### config.mk
export PLATFORM = sky130hd
export DESIGN_NAME = tour_cmd_sequencer
export DESIGN_NICKNAME = d
export VERILOG_FILES = /design/src/rtl/tour_seq_pkg.sv /design/src/rtl/seq_script_ram.sv /design/src/rtl/tour_cmd_sequencer.sv
export SDC_FILE = /design/constraint.sdc
export NUM_CORES = 1
export LEC_CHECK = 0
export ABC_CLOCK_PERIOD_IN_PS = 3600
export CAP_MARGIN = 20
export CELL_PAD_IN_SITES_DETAIL_PLACEMENT = 1
export CELL_PAD_IN_SITES_GLOBAL_PLACEMENT = 2
export CORE_UTILIZATION = 37
export DETAILED_ROUTE_END_ITERATION = 12
export HOLD_SLACK_MARGIN = 0.1
export PLACE_DENSITY = 0.8
export SLEW_MARGIN = 10
export SYNTH_ARGS = -nofsm -noshare
export SYNTH_HDL_FRONTEND = slang
export SYNTH_SLANG_ARGS = --single-unit
export TNS_END_PERCENT = 5
### constraint.sdc
create_clock -name clk -period 3.6 [get_ports clk]
set_clock_uncertainty 0.15 [all_clocks]
set_input_delay 0.54 -clock clk [delete_from_list [all_inputs] [get_ports clk]]
set_output_delay 0.54 -clock clk [all_outputs]
set_load 0.05 [all_outputs]
### src/rtl/tour_seq_pkg.sv
// Shared types and constants for the Knight tour command sequencer.
package tour_seq_pkg;

  // Sequencer FSM states.
  typedef enum logic [2:0] {
    ST_IDLE      = 3'd0,
    ST_LOAD      = 3'd1,
    ST_SEND      = 3'd2,
    ST_WAIT_SNT  = 3'd3,
    ST_WAIT_RESP = 3'd4,
    ST_FINISH    = 3'd5
  } state_e;

  // Error status reported on err_code.
  typedef enum logic [1:0] {
    ERR_NONE       = 2'd0,
    ERR_TMO        = 2'd1,
    ERR_BAD_RESP   = 2'd2,
    ERR_EARLY_RESP = 2'd3
  } err_code_e;

  // Classification of a response byte against the current script position.
  typedef enum logic [2:0] {
    RA_NONE     = 3'd0,
    RA_MOVE     = 3'd1,
    RA_ACK_NEXT = 3'd2,
    RA_ACK_LAST = 3'd3,
    RA_BAD      = 3'd4
  } resp_act_e;

  // Response bytes produced by the Knight.
  localparam logic [7:0] POS_ACK = 8'hA5;
  localparam logic [7:0] MV_ACK  = 8'h5A;

  // Command opcodes understood by the Knight command decoder.
  localparam logic [15:0] CAL_GYRO = 16'h2000;
  localparam logic [15:0] TOUR     = 16'h7000;

  // Saturating 8-bit increment used for the per-command move counter.
  function automatic logic [7:0] sat_inc8(input logic [7:0] v);
    return (v == 8'hFF) ? v : (v + 8'd1);
  endfunction

endpackage

### src/rtl/seq_script_ram.sv
// Script storage: DEPTH x 16-bit register file, synchronous write, asynchronous read.
module seq_script_ram #(
  parameter int DEPTH = 8,
  parameter int AW    = $clog2(DEPTH)
) (
  input  logic          clk,
  input  logic          we_i,
  input  logic [AW-1:0] waddr_i,
  input  logic [15:0]   wdata_i,
  input  logic [AW-1:0] raddr_i,
  output logic [15:0]   rdata_o
);

  logic [15:0] mem_q [DEPTH];

  // Store a script entry; contents are deliberately not reset.
  always_ff @(posedge clk) begin
    if (we_i) begin
      mem_q[waddr_i] <= wdata_i;
    end
  end

  assign rdata_o = mem_q[raddr_i];

endmodule

### src/rtl/tour_cmd_sequencer.sv
// Replays a loaded script of Knight commands through RemoteComm, consuming
// per-move and terminal acknowledge bytes and reporting status.
module tour_cmd_sequencer #(
  parameter int         DEPTH   = 8,
  parameter int         TMO_W   = 24,
  parameter logic [7:0] POS_ACK = tour_seq_pkg::POS_ACK,
  parameter logic [7:0] MV_ACK  = tour_seq_pkg::MV_ACK
) (
  input  logic                       clk,
  input  logic                       rst,
  input  logic                       wr_en,
  input  logic [$clog2(DEPTH)-1:0]   wr_addr,
  input  logic [15:0]                wr_data,
  input  logic [$clog2(DEPTH):0]     num_cmds,
  input  logic [TMO_W-1:0]           tmo_lim,
  input  logic                       go,
  output logic [15:0]                cmd,
  output logic                       snd_cmd,
  input  logic                       cmd_snt,
  input  logic                       resp_rdy,
  input  logic [7:0]                 resp,
  output logic                       busy,
  output logic                       done,
  output logic                       err,
  output logic [1:0]                 err_code,
  output logic [$clog2(DEPTH)-1:0]   err_idx,
  output logic [$clog2(DEPTH)-1:0]   cur_idx,
  output logic [7:0]                 mv_cnt
);

  import tour_seq_pkg::*;

  localparam int IW = $clog2(DEPTH);

  state_e          state_q;
  logic [15:0]     cmd_q;
  logic            snd_cmd_q;
  logic            busy_q;
  logic            done_q;
  logic            err_q;
  err_code_e       err_code_q;
  logic [IW-1:0]   err_idx_q;
  logic [IW-1:0]   cur_idx_q;
  logic [7:0]      mv_cnt_q;
  logic [TMO_W-1:0] tmo_q;
  logic [IW:0]     num_q;

  logic            ram_we_s;
  logic [IW-1:0]   rd_addr_s;
  logic [15:0]     rd_data_s;
  logic            last_s;
  logic            tmo_hit_s;
  resp_act_e       resp_act_s;

  // Script writes are only accepted while no sequence is running.
  assign ram_we_s = wr_en && (state_q == ST_IDLE);

  // The command register is filled on entry to LOAD so cmd is stable for a
  // full cycle before the snd_cmd strobe: entry 0 from IDLE, otherwise the
  // entry following the one just acknowledged.
  assign rd_addr_s = (state_q == ST_IDLE) ? '0 : (cur_idx_q + IW'(1'b1));

  seq_script_ram #(
    .DEPTH (DEPTH),
    .AW    (IW)
  ) u_script (
    .clk     (clk),
    .we_i    (ram_we_s),
    .waddr_i (wr_addr),
    .wdata_i (wr_data),
    .raddr_i (rd_addr_s),
    .rdata_o (rd_data_s)
  );

  // The count is latched at go so the caller may change num_cmds mid-run.
  assign last_s    = ({1'b0, cur_idx_q} == (num_q - (IW+1)'(1'b1)));
  assign tmo_hit_s = (tmo_q == tmo_lim);

  // Classify the incoming response byte relative to the script position.
  always_comb begin
    resp_act_s = RA_NONE;
    if (resp_rdy) begin
      if (resp == MV_ACK) begin
        resp_act_s = RA_MOVE;
      end else if (resp == POS_ACK) begin
        resp_act_s = last_s ? RA_ACK_LAST : RA_ACK_NEXT;
      end else begin
        resp_act_s = RA_BAD;
      end
    end else begin
      resp_act_s = RA_NONE;
    end
  end

  // Sequencer FSM with all outputs registered.
  always_ff @(posedge clk) begin
    if (rst) begin
      state_q    <= ST_IDLE;
      cmd_q      <= 16'h0000;
      snd_cmd_q  <= 1'b0;
      busy_q     <= 1'b0;
      done_q     <= 1'b0;
      err_q      <= 1'b0;
      err_code_q <= ERR_NONE;
      err_idx_q  <= '0;
      cur_idx_q  <= '0;
      mv_cnt_q   <= 8'd0;
      tmo_q      <= '0;
      num_q      <= '0;
    end else begin
      snd_cmd_q <= 1'b0;
      done_q    <= 1'b0;
      case (state_q)
        ST_IDLE: begin
          if (go) begin
            err_q      <= 1'b0;
            err_code_q <= ERR_NONE;
            err_idx_q  <= '0;
            busy_q     <= 1'b1;
            if (num_cmds == '0) begin
              done_q  <= 1'b1;
              state_q <= ST_FINISH;
            end else begin
              num_q     <= num_cmds;
              cur_idx_q <= '0;
              cmd_q     <= rd_data_s;
              mv_cnt_q  <= 8'd0;
              state_q   <= ST_LOAD;
            end
          end
        end
        ST_LOAD: begin
          tmo_q     <= '0;
          snd_cmd_q <= 1'b1;
          state_q   <= ST_SEND;
        end
        ST_SEND: begin
          tmo_q   <= tmo_q + TMO_W'(1'b1);
          state_q <= ST_WAIT_SNT;
        end
        ST_WAIT_SNT, ST_WAIT_RESP: begin
          if (tmo_hit_s) begin
            // Timeout wins over any response arriving in the same cycle.
            err_q      <= 1'b1;
            err_code_q <= ERR_TMO;
            err_idx_q  <= cur_idx_q;
            done_q     <= 1'b1;
            state_q    <= ST_FINISH;
          end else if ((state_q == ST_WAIT_SNT) && !cmd_snt) begin
            if (resp_rdy) begin
              err_q      <= 1'b1;
              err_code_q <= ERR_EARLY_RESP;
              err_idx_q  <= cur_idx_q;
              done_q     <= 1'b1;
              state_q    <= ST_FINISH;
            end else begin
              tmo_q <= tmo_q + TMO_W'(1'b1);
            end
          end else begin
            // Either already in WAIT_RESP, or cmd_snt this cycle: a response
            // in the same cycle is handled as if in WAIT_RESP.
            case (resp_act_s)
              RA_MOVE: begin
                mv_cnt_q <= sat_inc8(mv_cnt_q);
                tmo_q    <= '0;
                state_q  <= ST_WAIT_RESP;
              end
              RA_ACK_NEXT: begin
                cur_idx_q <= cur_idx_q + IW'(1'b1);
                cmd_q     <= rd_data_s;
                mv_cnt_q  <= 8'd0;
                state_q   <= ST_LOAD;
              end
              RA_ACK_LAST: begin
                done_q  <= 1'b1;
                state_q <= ST_FINISH;
              end
              RA_BAD: begin
                err_q      <= 1'b1;
                err_code_q <= ERR_BAD_RESP;
                err_idx_q  <= cur_idx_q;
                done_q     <= 1'b1;
                state_q    <= ST_FINISH;
              end
              default: begin
                tmo_q   <= tmo_q + TMO_W'(1'b1);
                state_q <= ST_WAIT_RESP;
              end
            endcase
          end
        end
        ST_FINISH: begin
          busy_q  <= 1'b0;
          state_q <= ST_IDLE;
        end
        default: begin
          busy_q  <= 1'b0;
          state_q <= ST_IDLE;
        end
      endcase
    end
  end

  assign cmd      = cmd_q;
  assign snd_cmd  = snd_cmd_q;
  assign busy     = busy_q;
  assign done     = done_q;
  assign err      = err_q;
  assign err_code = err_code_q;
  assign err_idx  = err_idx_q;
  assign cur_idx  = cur_idx_q;
  assign mv_cnt   = mv_cnt_q;

endmodule

==> summary.md, run 1 <==
| Metric | Value |
|---|---|
| Outcome | `completed` |
| Post-synth EDFFs | `128` |
| Clock Tree Root | `clkbuf_16` |
| Synth unique cells | `64` |
| Clock sink total | `195` |
| DR vias | `6,521` |
| Antenna violations before repair | `0` |
| RSZ-0062 raised after global routing | `false` |
| Remaining antenna violation count after routing | `0` |
| VDD IR max | `0.000350 V` |
| Initial Utilization | `0.380` |
| Slew HR | `0.571` |
| Crit end category | `flip-flop` |
| Cell with the largest stage delay on the worst path | `dfxtp_1` |
| Syn_area_per_cell | `11.2 µm²` |
| Met2 Wirelength | `12,200 µm` |
| Tmin final | `2930 ps` |
| Clock transition at the registers of the reported paths | `80 ps` |
| Arrival time worst endpoint | `3090 ps` |
| Worst Tran Pin Value | `643 ps` |
| # rows | `55` |
| Syn nets | `838` |
| LEAKAGE | `3.55 nW` |
| CTS tree | `built` |
| Final WL | `24,100 µm` |
| I/O pin cnt | `97` |
| Vias in the first global route | `6,841` |
| Top Metal Used | `met4` |
| Overflow after GRT | `0` |
| Routability cong. | `0.826` |
| Largest net degree at the start of global routing | `49` |
| NumNets Final | `932` |
| Vias/cell | `5.47` |
| CP Max Fanout | `17` |
| First DRT Iteration DRCs | `297` |
| Post-CTS setup buffers | `0` |
| All-Layer GR Usage | `0.205` |
| Top FF cell, synth | `edfxtp_1` |
| WL/cell | `20.2 µm` |
| CP Buf/Inv Count | `0` |
| Setup violators final | `0` |
| Layout cells sized above 1 | `0.107` |
| Die W | `155 µm` |
| M1 WL | `10,600 µm` |
| Cell family with most CP delay | `simple AND/OR/NAND/NOR gates` |
| CTS Hold Buffers Added | `0` |
| CP cell instances | `or3_1 -> nand2_1 -> a311oi_4 -> and2_1 -> a21o_1 -> nor2_1` |
| Post-CTS Resized | `0` |
| Post-DP HPWL | `15,600 µm` |
| Initial DRT Pass Iterations | `5` |
| H-tree Lvls | `4` |
| PD cells | `514 mW/mm²` |
| Mapped Area | `0.00869 mm²` |
| CP max stage delay | `730 ps` |
| Longest Clk Path Bufs | `2` |
| CTS Buf Count | `17` |
| TNS Setup | `0 ps` |
| Most common cell after layout, fill and taps aside | `edfxtp_1` |
| Final core utilization | `0.465` |
| Max Cap Violations | `0` |
| Pins over their slew limit | `0` |
| Synth async-reset ratio | `0` |
| Most frequent cells in the layout | `edfxtp_1, clkdlybuf4s50_1, nand2_1, nor2_1, dfxtp_1` |
| Inserted Diodes | `0` |
| Fillers | `2,458` |
| Footprint of the multi-input gates | `0.00324 mm²` |
| Startpoint Class | `flip-flop` |
| Register area share after synthesis | `0.597` |
| Fin crit share | `0.815` |
| Port bufs | `96` |
| Register Area | `0.00518 mm²` |
| Synthesis-to-layout area growth | `22.2%` |
| Worst Path Required | `3750 ps` |
| Die Area | `0.0241 mm²` |
| Worst min path class | `reg -> reg` |
| First-pass GRT wire length | `37,800 µm` |
| Final hold violation count | `0` |
| Gate Count Post-Synth | `773` |
| FMAX | `341 MHz` |
| Die Ht | `155 µm` |
| Core box area | `0.0228 mm²` |
| Routed met3 length | `887 µm` |
| CP Class | `reg -> reg` |
| Synth warn | `0` |
| Flops & latches, synth | `195` |
| Clk_lat worst skew | `430 ps` |
| # DRC | `0` |
[registers in the layout, summed over array words and instances, names as in the netlist, 2 cells and up]
signal / count
cmd: 16
cur_idx: 3
err_code: 2
err_idx: 3
mv_cnt: 8
num_q: 4
state_q: 3
tmo_q: 24
u_script.mem_q: 128
[layer usage]
metal  vias to the layer above  global-route usage
met1                      3289               0.247
met3                        29              0.0373
li1                       3069                   -
met4                         0              0.0607
met5                         -                   0
met2                       134               0.373
[cells in the mapped netlist, types with 3 or more instances]
master	n	area, µm²
a21oi_2	3	26.3
o32ai_1	4	35.0
buf_6	3	33.8
nand2_1	89	334
nor3_1	7	35.0
o211ai_1	16	120
xnor2_1	27	236
a31oi_1	19	119
and2_1	3	18.8
nor2b_1	10	62.6
a21o_1	4	30.0
nand4_1	15	93.8
nand2b_1	8	50.1
and3_1	12	75.1
buf_1	5	18.8
a32o_1	4	40.0
o22ai_1	8	50.1
inv_1	8	30.0
clkbuf_1	24	90.1
buf_2	16	80.1
nand3_1	47	235
a22o_1	6	52.6
xor2_1	17	149
dfxtp_1	67	1340
o21ai_0	15	75.1
and4_1	4	35.0
ha_1	4	50.1
nor2_1	67	251
edfxtp_1	128	3840
or3_1	23	144
a211oi_2	16	200
o221ai_1	16	140
a21oi_1	38	190
[kinds of logic after synthesis]
logic type,after synthesis,share of synthesized area
flip-flops,195,0.597
multiplexers,1,0.00115
XOR/XNOR,44,0.0444
AO/OA/AOI/OAI,168,0.149
AND/OR/NAND/NOR,302,0.172
adder cells (fa/ha/maj),4,0.00576
buffers and inverters,59,0.0313
[stage by stage]
stage               instance area, µm²  hold WS, ps  worst slack (ps)  power (mW)  std cells
finish                           10600          316               665        5.45       1193
global route                     10600          349               470        5.66       1193
CTS                              10600          322               697        5.50       1193
detailed placement               10000          312               384        3.67       1161
global placement                 10000          303               475        3.64       1161
floorplan                         8690          313               590        3.28        773
[tightest hold or removal path, cell delays in order, from the launching register on]
cell     delay [ps]
dfxtp_1         320
nand2_1          50
a21oi_1          50
[power breakdown]
part / leakage (nW) / internal (mW) / switching (mW)
combinational: 1.57 / 0.383 / 0.701
clock: 0.275 / 0.918 / 0.908
sequential: 1.70 / 2.48 / 0.0665
total: 3.55 / 3.78 / 1.68
[area by class of cell]
type                    count  share of cell area
flip-flops and latches    195               0.489
multi-input cells         519               0.305
repair buffers            125               0.113
clock buffers              17              0.0401
well taps                 313              0.0369
clock inverters            15              0.0132
inverters                   9             0.00318
[worst paths after layout]
| path | from | endpoint | slack (ps) | cells past startpoint |
|---|---|---|---|---|
| max | state_q[2]$_SDFFE_PP0P_ | tmo_q[20]$_SDFFE_PP0P_ | 670 | 6 |
| min | err$_SDFFE_PP0P_ | err$_SDFFE_PP0P_ | 320 | 2 |
| max reg2reg | state_q[2]$_SDFFE_PP0P_ | tmo_q[20]$_SDFFE_PP0P_ | 670 | 6 |
| min reg2reg | err$_SDFFE_PP0P_ | err$_SDFFE_PP0P_ | 320 | 2 |
Note: power is estimated with default switching activity, not from simulation.
==> inputs of run 2 (changes only) <==
--- a/config.mk
+++ b/config.mk
@@ -5,14 +5,14 @@
 export SDC_FILE = /design/constraint.sdc
 export NUM_CORES = 1
 export LEC_CHECK = 0
-export ABC_CLOCK_PERIOD_IN_PS = 3600
+export ABC_CLOCK_PERIOD_IN_PS = 2600
 export CAP_MARGIN = 20
 export CELL_PAD_IN_SITES_DETAIL_PLACEMENT = 1
 export CELL_PAD_IN_SITES_GLOBAL_PLACEMENT = 2
-export CORE_UTILIZATION = 37
+export CORE_UTILIZATION = 34
 export DETAILED_ROUTE_END_ITERATION = 12
 export HOLD_SLACK_MARGIN = 0.1
-export PLACE_DENSITY = 0.8
+export PLACE_DENSITY = 0.77
 export SLEW_MARGIN = 10
 export SYNTH_ARGS = -nofsm -noshare
 export SYNTH_HDL_FRONTEND = slang
==> constraint.sdc (replaced) <==
create_clock -name clk -period 2.6 [get_ports clk]
set_clock_uncertainty 0.15 [all_clocks]
set_input_delay 0.39 -clock clk [delete_from_list [all_inputs] [get_ports clk]]
set_output_delay 0.39 -clock clk [all_outputs]
set_load 0.05 [all_outputs]
==> run 2 against run 1 <==
  * Die area grew 8.7%
  * Register-to-register slack lost 550 ps
  * Wire length shrank 2.7%
  * Worst setup slack lost 550 ps
  * Clock power grew 45%
  * Sequential power grew 38%
  * Core utilization shrank 1.8 points
  * Largest cell class unchanged
  * Highest routed layer unchanged
==> summary.md, run 2 (synthesis gave the netlist of run 1 again) <==
| Metric | Value |
|---|---|
| Layout cells sized above 1 | `0.156 (+0.0489)` |
| Max FFs per register | `128 (unchanged)` |
| Worst min path class | `in -> reg` |
| First DRT Iteration DRCs | `420 (+41%)` |
| Remaining antenna violation count after routing | `0 (unchanged)` |
| WL/cell | `18.6 µm (-7.5%)` |
| Worst Path Required | `2810 ps (-940 ps)` |
| Most common cell after layout, fill and taps aside | `edfxtp_1` |
| Die Ht | `162 µm (+4.3%)` |
| Die W | `162 µm (+4.3%)` |
| Placed Cells | `1,222 (+5.3%)` |
| H-tree Lvls | `4 (unchanged)` |
| Clock sink total | `195 (unchanged)` |
| # DRC | `0 (unchanged)` |
| Arrival time worst endpoint | `2690 ps (-400 ps)` |
| Initial Utilization | `0.346 (-0.0343)` |
| Routed met3 length | `990 µm (+12%)` |
| Max Cap Violations | `0 (unchanged)` |
| TNS Setup | `0 ps (unchanged)` |
| Most frequent cells in the layout | `edfxtp_1, clkdlybuf4s50_1, nand2_1, nor2_1, dfxtp_1` |
| Overflow after GRT | `0 (unchanged)` |
| Final hold violation count | `0 (unchanged)` |
| Routability cong. | `0.808 (-2.2%)` |
| Setup violators final | `0 (unchanged)` |
| LEAKAGE | `3.86 nW (+8.7%)` |
| Most flops, register | `u_script.mem_q` |
| Clock Tree Root | `clkbuf_16` |
| NumNets Final | `977 (+4.8%)` |
| PD cells | `702 mW/mm² (+37%)` |
| CTS Buf Count | `17 (unchanged)` |
| Pins over their slew limit | `0 (unchanged)` |
| Fillers | `2,754 (+12%)` |
| CP cell instances | `inv_1 -> ha_2 -> xor2_1 -> or4_4 -> a31o_1 -> a41o_4 -> buf_12 -> nand2b_1 -> a21oi_1` |
| CP Class | `reg -> reg` |
| Clock transition at the registers of the reported paths | `70 ps (about the same)` |
| I/O pin cnt | `97 (unchanged)` |
| Synthesis-to-layout area growth | `29.2%` |
| Hold slack | `190 ps (-126 ps)` |
| VDD IR max | `0.000362 V (+3.2%)` |
| Fin crit share | `0.956 (+0.141)` |
| Cell with the largest stage delay on the worst path | `or4_4` |
| First-pass GRT wire length | `36,900 µm (-2.2%)` |
| Met2 Wirelength | `11,200 µm (-8.0%)` |
| Die Area | `0.0262 mm² (+8.7%)` |
| Core box area | `0.0251 mm² (+9.9%)` |
| Top Metal Used | `met4` |
| Largest net degree at the start of global routing | `49 (unchanged)` |
| # rows | `58 (+5.5%)` |
| M1 WL | `10,900 µm (+2.7%)` |
| Crit end category | `flip-flop` |
| Vias/cell | `5.23 (-4.3%)` |
| FMAX | `402 MHz (+18%)` |
| Antenna violations before repair | `1 (+1)` |
| RSZ-0062 raised after global routing | `false` |
| Fin cells | `1,256 (+5.3%)` |
| Post-DP HPWL | `15,400 µm (-0.90%)` |
| Vias in the first global route | `6,599 (-3.5%)` |
| Clk_lat worst skew | `440 ps (about the same)` |
| Port bufs | `96 (unchanged)` |
| CTS tree | `built` |
| Longest Clk Path Bufs | `2 (unchanged)` |
| All-Layer GR Usage | `0.185 (-0.0206)` |
| Final WL | `23,400 µm (-2.7%)` |
| Slew HR | `0.627 (+0.0555)` |
| CP Max Fanout | `17 (unchanged)` |
| Startpoint Class | `flip-flop` |
| Outcome | `completed` |
| Tmin final | `2490 ps (-448 ps)` |
| DR vias | `6,572 (+0.78%)` |
| Worst Tran Pin Value | `560 ps (-82.4 ps)` |
| Initial DRT Pass Iterations | `7 (+2)` |
| CP max stage delay | `520 ps (-210 ps)` |
## run 2: report_power, final
part | switching [mW] | internal (mW)
Combinational | 1.01 | 0.712
Clock | 1.22 | 1.44
Sequential | 0.0710 | 3.43
## run 2: path summary, 6_finish.rpt
kind	start	endpoint	slack, ps	cells after the start
setup / recovery	num_q[1]$_SDFFE_PP0P_	cur_idx[1]$_SDFFE_PP0P_	110	9
hold / removal	rst	state_q[1]$_SDFFE_PP0P_	190	2
setup reg to reg	num_q[1]$_SDFFE_PP0P_	cur_idx[1]$_SDFFE_PP0P_	110	9
hold reg to reg	err$_SDFFE_PP0P_	err$_SDFFE_PP0P_	310	2
## run 2: worst max-delay path, delay by kind of cell, from the launching register on
| kind | cells | cell delay (ps) |
|---|---|---|
| buffers and inverters | 2 | 220 |
| AO/OA/AOI/OAI | 3 | 690 |
| flip-flops | 1 | 350 |
| XOR/XNOR | 1 | 170 |
| adder cells (fa/ha/maj) | 1 | 180 |
| AND/OR/NAND/NOR | 2 | 660 |
## run 2: metrics by stage
stage,cell area [µm²],setup slack (ps),total power [mW],utilization
after floorplan,8690,-407,4.54,-
after global placement,10600,-213,5.25,0.421
after detailed placement,10600,-250,5.27,0.421
after CTS,11200,20.1,7.95,0.445
after global routing,11200,8.30,8.22,0.447
final,11200,113,7.88,0.447
## run 2: area by class of cell
| class | instances | area [µm²] | area share |
|---|---|---|---|
| sequential | 195 | 5190 | 0.462 |
| inverter | 9 | 33.8 | 0.00301 |
| tap | 330 | 413 | 0.0368 |
| antenna | 1 | 2.50 | 0.000223 |
| clock buffer | 22 | 507 | 0.0452 |
| multi-input combinational | 519 | 3260 | 0.291 |
| timing repair buffer | 170 | 1710 | 0.153 |
| clock inverter | 10 | 104 | 0.00926 |
## run 2: what timing repair did
item | in CTS | in global routing
setup endpoints to repair | 1 | 24
gates resized for setup | 1 | 2
buffers inserted | 0 | 0
endpoints found under the hold margin | 0 | 0
gates cloned | 0 | 1
hold buffers | 0 | 0
## run 2: layer usage
layer,vias to the layer above,GRT usage
li1,3168,-
met1,3236,0.253
met2,148,0.301
met3,20,0.0289
met4,0,0.0553
met5,-,0
==> inputs of run 3 (changes only) <==
--- a/config.mk
+++ b/config.mk
@@ -10,7 +10,9 @@
 export CELL_PAD_IN_SITES_DETAIL_PLACEMENT = 1
 export CELL_PAD_IN_SITES_GLOBAL_PLACEMENT = 2
 export CORE_UTILIZATION = 34
+export CTS_BUF_LIST = sky130_fd_sc_hd__clkbuf_16
 export DETAILED_ROUTE_END_ITERATION = 12
+export GPL_ROUTABILITY_DRIVEN = 0
 export HOLD_SLACK_MARGIN = 0.1
 export PLACE_DENSITY = 0.77
 export SLEW_MARGIN = 10
==> run 3 against run 2 <==
  * Worst setup slack better by 12 ps
  * Fmax grew 0.49%
  * Cell area fell by 0.18%
  * Sequential share of layout area increased by 0.083 points
  * Critical path depth increased by 1
  * Critical endpoint is now mv_cnt[1]$_SDFFE_PP0P_
  * Largest cell class unchanged
==> summary.md, run 3 (synthesis gave the netlist of run 1 again) <==
| Metric | Value |
|---|---|
| Outcome | `completed` |
| Fillers | `2,753 (-0.036%)` |
| VDD IR max | `0.000361 V (-0.18%)` |
| Most frequent cells in the layout | `edfxtp_1, clkdlybuf4s50_1, nand2_1, nor2_1, dfxtp_1` |
| Synthesis-to-layout area growth | `28.9%` |
| Slew HR | `0.624 (-0.00295)` |
| Clock sink total | `195 (unchanged)` |
| Max FFs per register | `128 (unchanged)` |
| CP Class | `reg -> reg` |
| Fin cells | `1,256 (unchanged)` |
| Final WL | `23,300 µm (-0.36%)` |
| Final core utilization | `0.446 (-0.000798)` |
| Crit end category | `flip-flop` |
| First DRT Iteration DRCs | `381 (-9.3%)` |
| CTS Hold Buffers Added | `0 (unchanged)` |
| Placed Cells | `1,222 (unchanged)` |
| Post-DP HPWL | `15,400 µm (unchanged)` |
| Layout cells sized above 1 | `0.154 (-0.00216)` |
| FMAX | `404 MHz (+0.49%)` |
| Longest Clk Path Bufs | `2 (unchanged)` |
| # DRC | `0 (unchanged)` |
| Initial Utilization | `0.346 (unchanged)` |
| Initial DRT Pass Iterations | `8 (+1)` |
| Worst min path class | `in -> reg` |
| CTS Buf Count | `17 (unchanged)` |
| LEAKAGE | `3.85 nW (-0.18%)` |
| Core box area | `0.0251 mm² (unchanged)` |
| NumNets Final | `977 (unchanged)` |
| RSZ-0062 raised after global routing | `false` |
| Remaining antenna violation count after routing | `0 (unchanged)` |
| Setup violators final | `0 (unchanged)` |
| Startpoint Class | `flip-flop` |
| Port bufs | `96 (unchanged)` |
| I/O pin cnt | `97 (unchanged)` |
| Antenna violations before repair | `1 (unchanged)` |
| Worst Tran Pin Value | `565 ps (+4.42 ps)` |
| Worst Path Required | `2820 ps (about the same)` |
| Vias in the first global route | `6,595 (-0.061%)` |
| Final hold violation count | `0 (unchanged)` |
| First-pass GRT wire length | `36,900 µm (-0.13%)` |
| Clk_lat worst skew | `440 ps (about the same)` |
| PD cells | `698 mW/mm² (-0.59%)` |
| Most flops, register | `u_script.mem_q` |
| Arrival time worst endpoint | `2690 ps (about the same)` |
| DR vias | `6,554 (-0.27%)` |
| Fin crit share | `0.952 (-0.00463)` |
| Vias/cell | `5.22 (-0.27%)` |
| CTS tree | `built` |
| Max Cap Violations | `0 (unchanged)` |
| Clock transition at the registers of the reported paths | `70 ps (about the same)` |
| Pins over their slew limit | `0 (unchanged)` |
| CP Max Fanout | `4 (-13)` |
| Largest net degree at the start of global routing | `49 (unchanged)` |
| Tmin final | `2470 ps (-12.0 ps)` |
| WL/cell | `18.6 µm (-0.36%)` |
| # rows | `58 (unchanged)` |
| TNS Setup | `0 ps (unchanged)` |
| Design Power | `7.82 mW (-0.77%)` |
| All-Layer GR Usage | `0.184 (-0.000566)` |
| Die Ht | `162 µm (unchanged)` |
| H-tree Lvls | `4 (unchanged)` |
| Clock Tree Root | `clkbuf_16` |
| Overflow after GRT | `0 (unchanged)` |
| Die Area | `0.0262 mm² (unchanged)` |
| Most common cell after layout, fill and taps aside | `edfxtp_1` |
| Die W | `162 µm (unchanged)` |
-- run 3: worst paths after layout --
kind | startpoint | to | slack, ps | depth (start not counted)
setup / recovery | num_q[1]$_SDFFE_PP0P_ | mv_cnt[1]$_SDFFE_PP0P_ | 130 | 10
hold / removal | rst | state_q[1]$_SDFFE_PP0P_ | 190 | 2
setup reg to reg | num_q[1]$_SDFFE_PP0P_ | mv_cnt[1]$_SDFFE_PP0P_ | 130 | 10
hold reg to reg | err$_SDFFE_PP0P_ | err$_SDFFE_PP0P_ | 310 | 2
-- run 3: through the flow --
step / hold WS [ps] / cell area, µm² / setup WS (ps)
3_3_place_gp: 296 / 10600 / -213
2_1_floorplan: 313 / 8690 / -407
6_report: 189 / 11200 / 125
4_1_cts: 173 / 11200 / 20.1
3_5_place_dp: 307 / 10600 / -250
5_1_grt: 217 / 11200 / 9.98
-- run 3: repair_timing --
item / CTS / global route
cloned: 0 / 1
setup buffers: 0 / 0
resized for setup: 1 / 2
setup endpoints to repair: 1 / 23
-- run 3: layer usage --
metal	up-vias	track usage	routed length, µm
met5	-	0	0
met3	21	0.0281	924
met2	141	0.299	11200
met1	3219	0.252	10900
met4	0	0.0579	313
li1	3173	-	-
-- run 3: power by group --
group / total (mW) / switching (mW) / internal [mW]
clock network: 2.60 / 1.22 / 1.37
registers: 3.50 / 0.0705 / 3.43
logic: 1.72 / 1.01 / 0.712
total: 7.82 / 2.31 / 5.52
-- run 3: cell type report --
cell class | count | area [µm²] | share of cell area
inverter | 9 | 33.8 | 0.00302
sequential | 195 | 5190 | 0.463
clock inverter | 13 | 115 | 0.0103
clock buffer | 19 | 475 | 0.0425
tap | 330 | 413 | 0.0369
multi-input combinational | 519 | 3260 | 0.291
timing repair buffer | 170 | 1710 | 0.153
antenna | 1 | 2.50 | 0.000223
-- run 3: critical path: stages, from the launching register on --
cell and delay [ps]:
dfxtp_2 350, inv_1 50, ha_2 180, xor2_1 170, or4_4 520, a31oi_4 190, buf_4 140, o21ai_1 60
buf_4 160, or3_1 310, a21oi_1 140
==> edit 1, RTL diff (config.mk and constraints of run 1) <==
`TMO_W`: 24 -> 20.
--- a/src/rtl/tour_cmd_sequencer.sv
+++ b/src/rtl/tour_cmd_sequencer.sv
@@ -2,7 +2,7 @@
 // per-move and terminal acknowledge bytes and reporting status.
 module tour_cmd_sequencer #(
   parameter int         DEPTH   = 8,
-  parameter int         TMO_W   = 24,
+  parameter int         TMO_W   = 20,
   parameter logic [7:0] POS_ACK = tour_seq_pkg::POS_ACK,
   parameter logic [7:0] MV_ACK  = tour_seq_pkg::MV_ACK
 ) (
Interface: changed (resized tmo_lim); port bits go from 97 to 93. No check against the original RTL was run, so the function may have changed too.
==> edit 1 against run 1 <==
  * Design area down 3.5%
  * Synthesized cell count decreased by 2.2%
  * Critical path depth grew 2
  * Utilization shrank 0.076 points
  * Hold slack better by 4.0 ps
  * Global-route usage up 0.95 points
  * Sequential cell count shrank 4
  * Power fell by 1.6%
  * Area after synthesis fell by 3.0%
  * Wire length up 1.6%
  * Setup slack worse by 140 ps
  * Count of clock-buffer cells in the layout up 1
  * Largest power group unchanged
==> edit 1: results (changes against run 1) <==
metric,value,unit,change
status,"complete, no violations",,
Max stage delay on crit path,580,ps,-150 ps
R2R Setup Slk,590,ps,-80 ps
kind of critical path,in -> reg,,
clock tree buffer depth,2,,unchanged
WP data arrival,3240,ps,+150 ps
Power Internal,3.760,mW,-0.44%
Ant. Diodes,0,,unchanged
reg2reg start,num_q[0]$_SDFFE_PP0P_,,
layout cells sized above 1,8.558,%,-2.1 points
hold depth,2,,unchanged
crit path capture,cmd[10]$_SDFFE_PP0P_,,
endpoint of the worst hold-timing path,err$_SDFFE_PP0P_,,
CTS clock-pin slew for the worst setup and hold paths,70,ps,
CTS resizes,0,,unchanged
first-pass GRT wire length,38580,µm,+2.2%
fin nets,901,,-3.3%
commonest cells in the netlist,"edfxtp_1 (128), nand2_1 (91), dfxtp_1 (63), nor2_1 (56), nand3_1 (50)",,
register area share after synthesis,60.58,%,+0.88 points
"Slowest-stage cell, CP",a21oi_4,,
largest net degree at the start of global routing,61,,+24%
Iteration-0 DRC Markers,345,,+16%
wire length per cell,21.57,µm,+7.0%
vias in the first global route,6964,,+1.8%
Worst slew margin,33.88,%,-23 points
max FFs per register,128,,unchanged
initial antenna violation count,0,,unchanged
Worst Setup SP,resp[7],,
Clock Root Buffer,clkbuf_16,,
DP HPWL,15630,µm,+0.34%
critical hold path startpoint,err$_SDFFE_PP0P_,,
Routability Congestion,0.8614,,+4.3%
Post-synth top flop,edfxtp_1,,
hold crit path type,reg -> reg,,
Synth Instances,756,,-2.2%
CP top delay family,compound AO/OA/AOI/OAI gates,,
H-tree depth,4,,unchanged
Detailed Routing Iterations Pass 1,4,,-1
Pleak,3.470,nW,-2.2%
final non-filler cell total,1133,,-5.0%
synth top area cells,"edfxtp_1 (46%), dfxtp_1 (15%), nand2_1 (4.1%)",,
number of fill cells,2378,,-3.3%
Post-synth EDFFs,128,,unchanged
Reg2Reg Depth,10,,+4
postcts setup bufs,0,,unchanged
I/O Buffers,92,,-4.2%
Max Transition Viols Final,0,,unchanged
Inserted Clock Buffers,17,,unchanged
syn_nets,817,,-2.5%
maximum VDD drop,0.3327,mV,-5.1%
"FFs w/ async S/R, synth",0,%,unchanged
yosys synthesis warning count,0,,unchanged
"Clk Latency, worst-skew pair",440,ps,
Vias/cell,5.740,,+5.0%
Tot GR Track Use,21.50,%,+0.95 points
CP max FO,21,,+4
edit 1: cell count changes after synthesis, moves of 8 or more:
cell      before  now
a211oi_1       2   19
a211oi_2      16    0
nand4_1       15    6
nor2_1        67   56
nor2b_1       10    0
nor4_1         1    9
o211ai_1      16   24
o41ai_1        0    9
xnor2_1       27    3
edit 1: power groups by stage:
stage / sequential, mW / clock, mW / combinational [mW]
after CTS: 2.49 / 1.91 / 1.01
after floorplan: 2.65 / 0 / 0.509
after global placement: 2.54 / 0 / 0.970
final: 2.49 / 1.87 / 1.01
after detailed placement: 2.54 / 0 / 0.999
after global routing: 2.50 / 1.99 / 1.09
edit 1: stage by stage:
stage          worst slack, ps  hold slack [ps]  area, µm²
2_1_floorplan            852.1            323.6       8427
3_3_place_gp             248.2            301.8       9648
3_5_place_dp            -16.54            321.3       9648
4_1_cts                  289.0            331.8      10220
5_1_grt                  409.7            349.1      10250
6_report                 521.5            319.9      10250
edit 1: layout make-up:
cell class / instances / area share [%]
clock buffer: 18 / 4.188
clock inverter: 14 / 1.392
inverter: 14 / 0.5128
multi-input combinational: 498 / 29.63
sequential: 191 / 49.82
tap: 280 / 3.419
timing repair buffer: 118 / 11.04
edit 1: metal layers:
layer	part of all wire, %	vias to the layer above	track usage, %
met5	0	-	0
met4	1.1	0	5.772
met3	4.9	24	4.536
met2	51	161	38.20
met1	43	3271	26.36
li1	-	3047	-
edit 1: kinds of logic (layout without fill, tap and decap cells):
| family | count (synthesis) | after routing | share of synthesized area, % |
|---|---|---|---|
| compound gates | 186 | 186 | 16.26 |
| mux | 3 | 3 | 0.3712 |
| flops | 191 | 191 | 60.58 |
| simple gates | 278 | 278 | 15.75 |
| fa+ha+maj | 4 | 4 | 0.5939 |
| xor+xnor | 27 | 27 | 2.806 |
| buf+inv | 67 | 164 | 3.638 |
==> edit 2, RTL diff (settings of run 1) <==
Without the edit above. Put one more register stage on the output `err_idx`, with the module's reset. The value now appears one clock later. The other outputs are not delayed to match.
--- a/src/rtl/tour_cmd_sequencer.sv
+++ b/src/rtl/tour_cmd_sequencer.sv
@@ -207,7 +207,13 @@
   assign done     = done_q;
   assign err      = err_q;
   assign err_code = err_code_q;
-  assign err_idx  = err_idx_q;
+  always_ff @(posedge clk) begin
+    if (rst) begin
+      err_idx <= '0;
+    end else begin
+      err_idx <= err_idx_q;
+    end
+  end
   assign cur_idx  = cur_idx_q;
   assign mv_cnt   = mv_cnt_q;
 
Function: no difference found for any inputs over 4 cycles, from zero or initial values and one cycle with rst high; that may be too few to reach the edited logic, so the function may still have changed.
==> edit 2 against run 1 <==
  * Power up 3.4%
  * Area after synthesis up 0.81%
  * Combinational power up 4%
  * Sequential cell count up 3
  * Setup slack worse by 78 ps
  * Die area up 0.79%
  * Sequential share of layout area up 0.16 points
  * Wire length down 0.53%
  * Synthesized cell count down 0.91%
  * Design area up 0.84%
  * Largest power group unchanged
==> edit 2: results (changes against run 1) <==
metric,value,unit,change
layout cells sized above 1,11.31,%,+0.63 points
Unique masters post-synth,69,,+7.8%
number of fill cells,2432,,-1.1%
area share of the largest cell type after synthesis,43.90,%,-0.35 points
met1 usage,25.13,%,+0.38 points
M1 WL,10450,µm,-1.5%
syn_nets,831,,-0.84%
"Slowest-stage cell, CP",or3_1,,
status,"complete, no violations",,
Pleak,3.568,nW,+0.53%
wire length per cell,20.14,µm,-0.11%
maximum VDD drop,0.3006,mV,-14%
post-route setup slack,587.6,ps,-77.78 ps
Worst slew margin,53.72,%,-3.4 points
Max stage delay on crit path,580,ps,-150 ps
worst hold slack,323.3,ps,+7.456 ps
Placed Area,10090,µm²,+0.45%
register area share after synthesis,59.90,%,+0.21 points
DR WL met2,12360,µm,+1.2%
met3 WL,867,µm,-2.3%
crit path capture,cmd[3]$_SDFFE_PP0P_,,
first-pass GRT wire length,37860,µm,+0.26%
WP data arrival,3220,ps,+130 ps
endpoint of the worst hold-timing path,err_idx[0]$_SDFF_PP0_,,
Mapped Avg Cell Area,11.43,µm²,+1.7%
DP HPWL,15860,µm,+1.8%
Iteration-0 DRC Markers,325,,+9.4%
critical hold path startpoint,err_idx_q[0]$_SDFFE_PP0P_,,
[edit 2: kinds of logic after synthesis]
family          after synthesis  synth area share (%)
buf+inv                      59                 3.172
simple gates                286                 16.69
compound gates              176                 15.29
flops                       198                 59.90
fa+ha+maj                     4                0.5716
xor+xnor                     38                 3.801
mux                           5                0.5716
[edit 2: power groups by stage]
stage          Clock, mW  Sequential, mW  Combinational, mW
2_1_floorplan          0            2.79              0.579
3_3_place_gp           0            2.63               1.10
3_5_place_dp           0            2.64               1.13
4_1_cts             1.98            2.59               1.14
5_1_grt             2.06            2.60               1.21
6_report            1.93            2.59               1.12
[edit 2: final cells by class]
type | instances | area [µm²] | share of cell area [%]
Sequential cell | 198 | 5245 | 49.01
Multi-Input combinational cell | 509 | 3248 | 30.35
Timing Repair Buffer | 120 | 1149 | 10.73
Clock buffer | 17 | 425.4 | 3.975
Tap cell | 313 | 391.6 | 3.659
Clock inverter | 15 | 183.9 | 1.718
Inverter | 16 | 60.06 | 0.5611
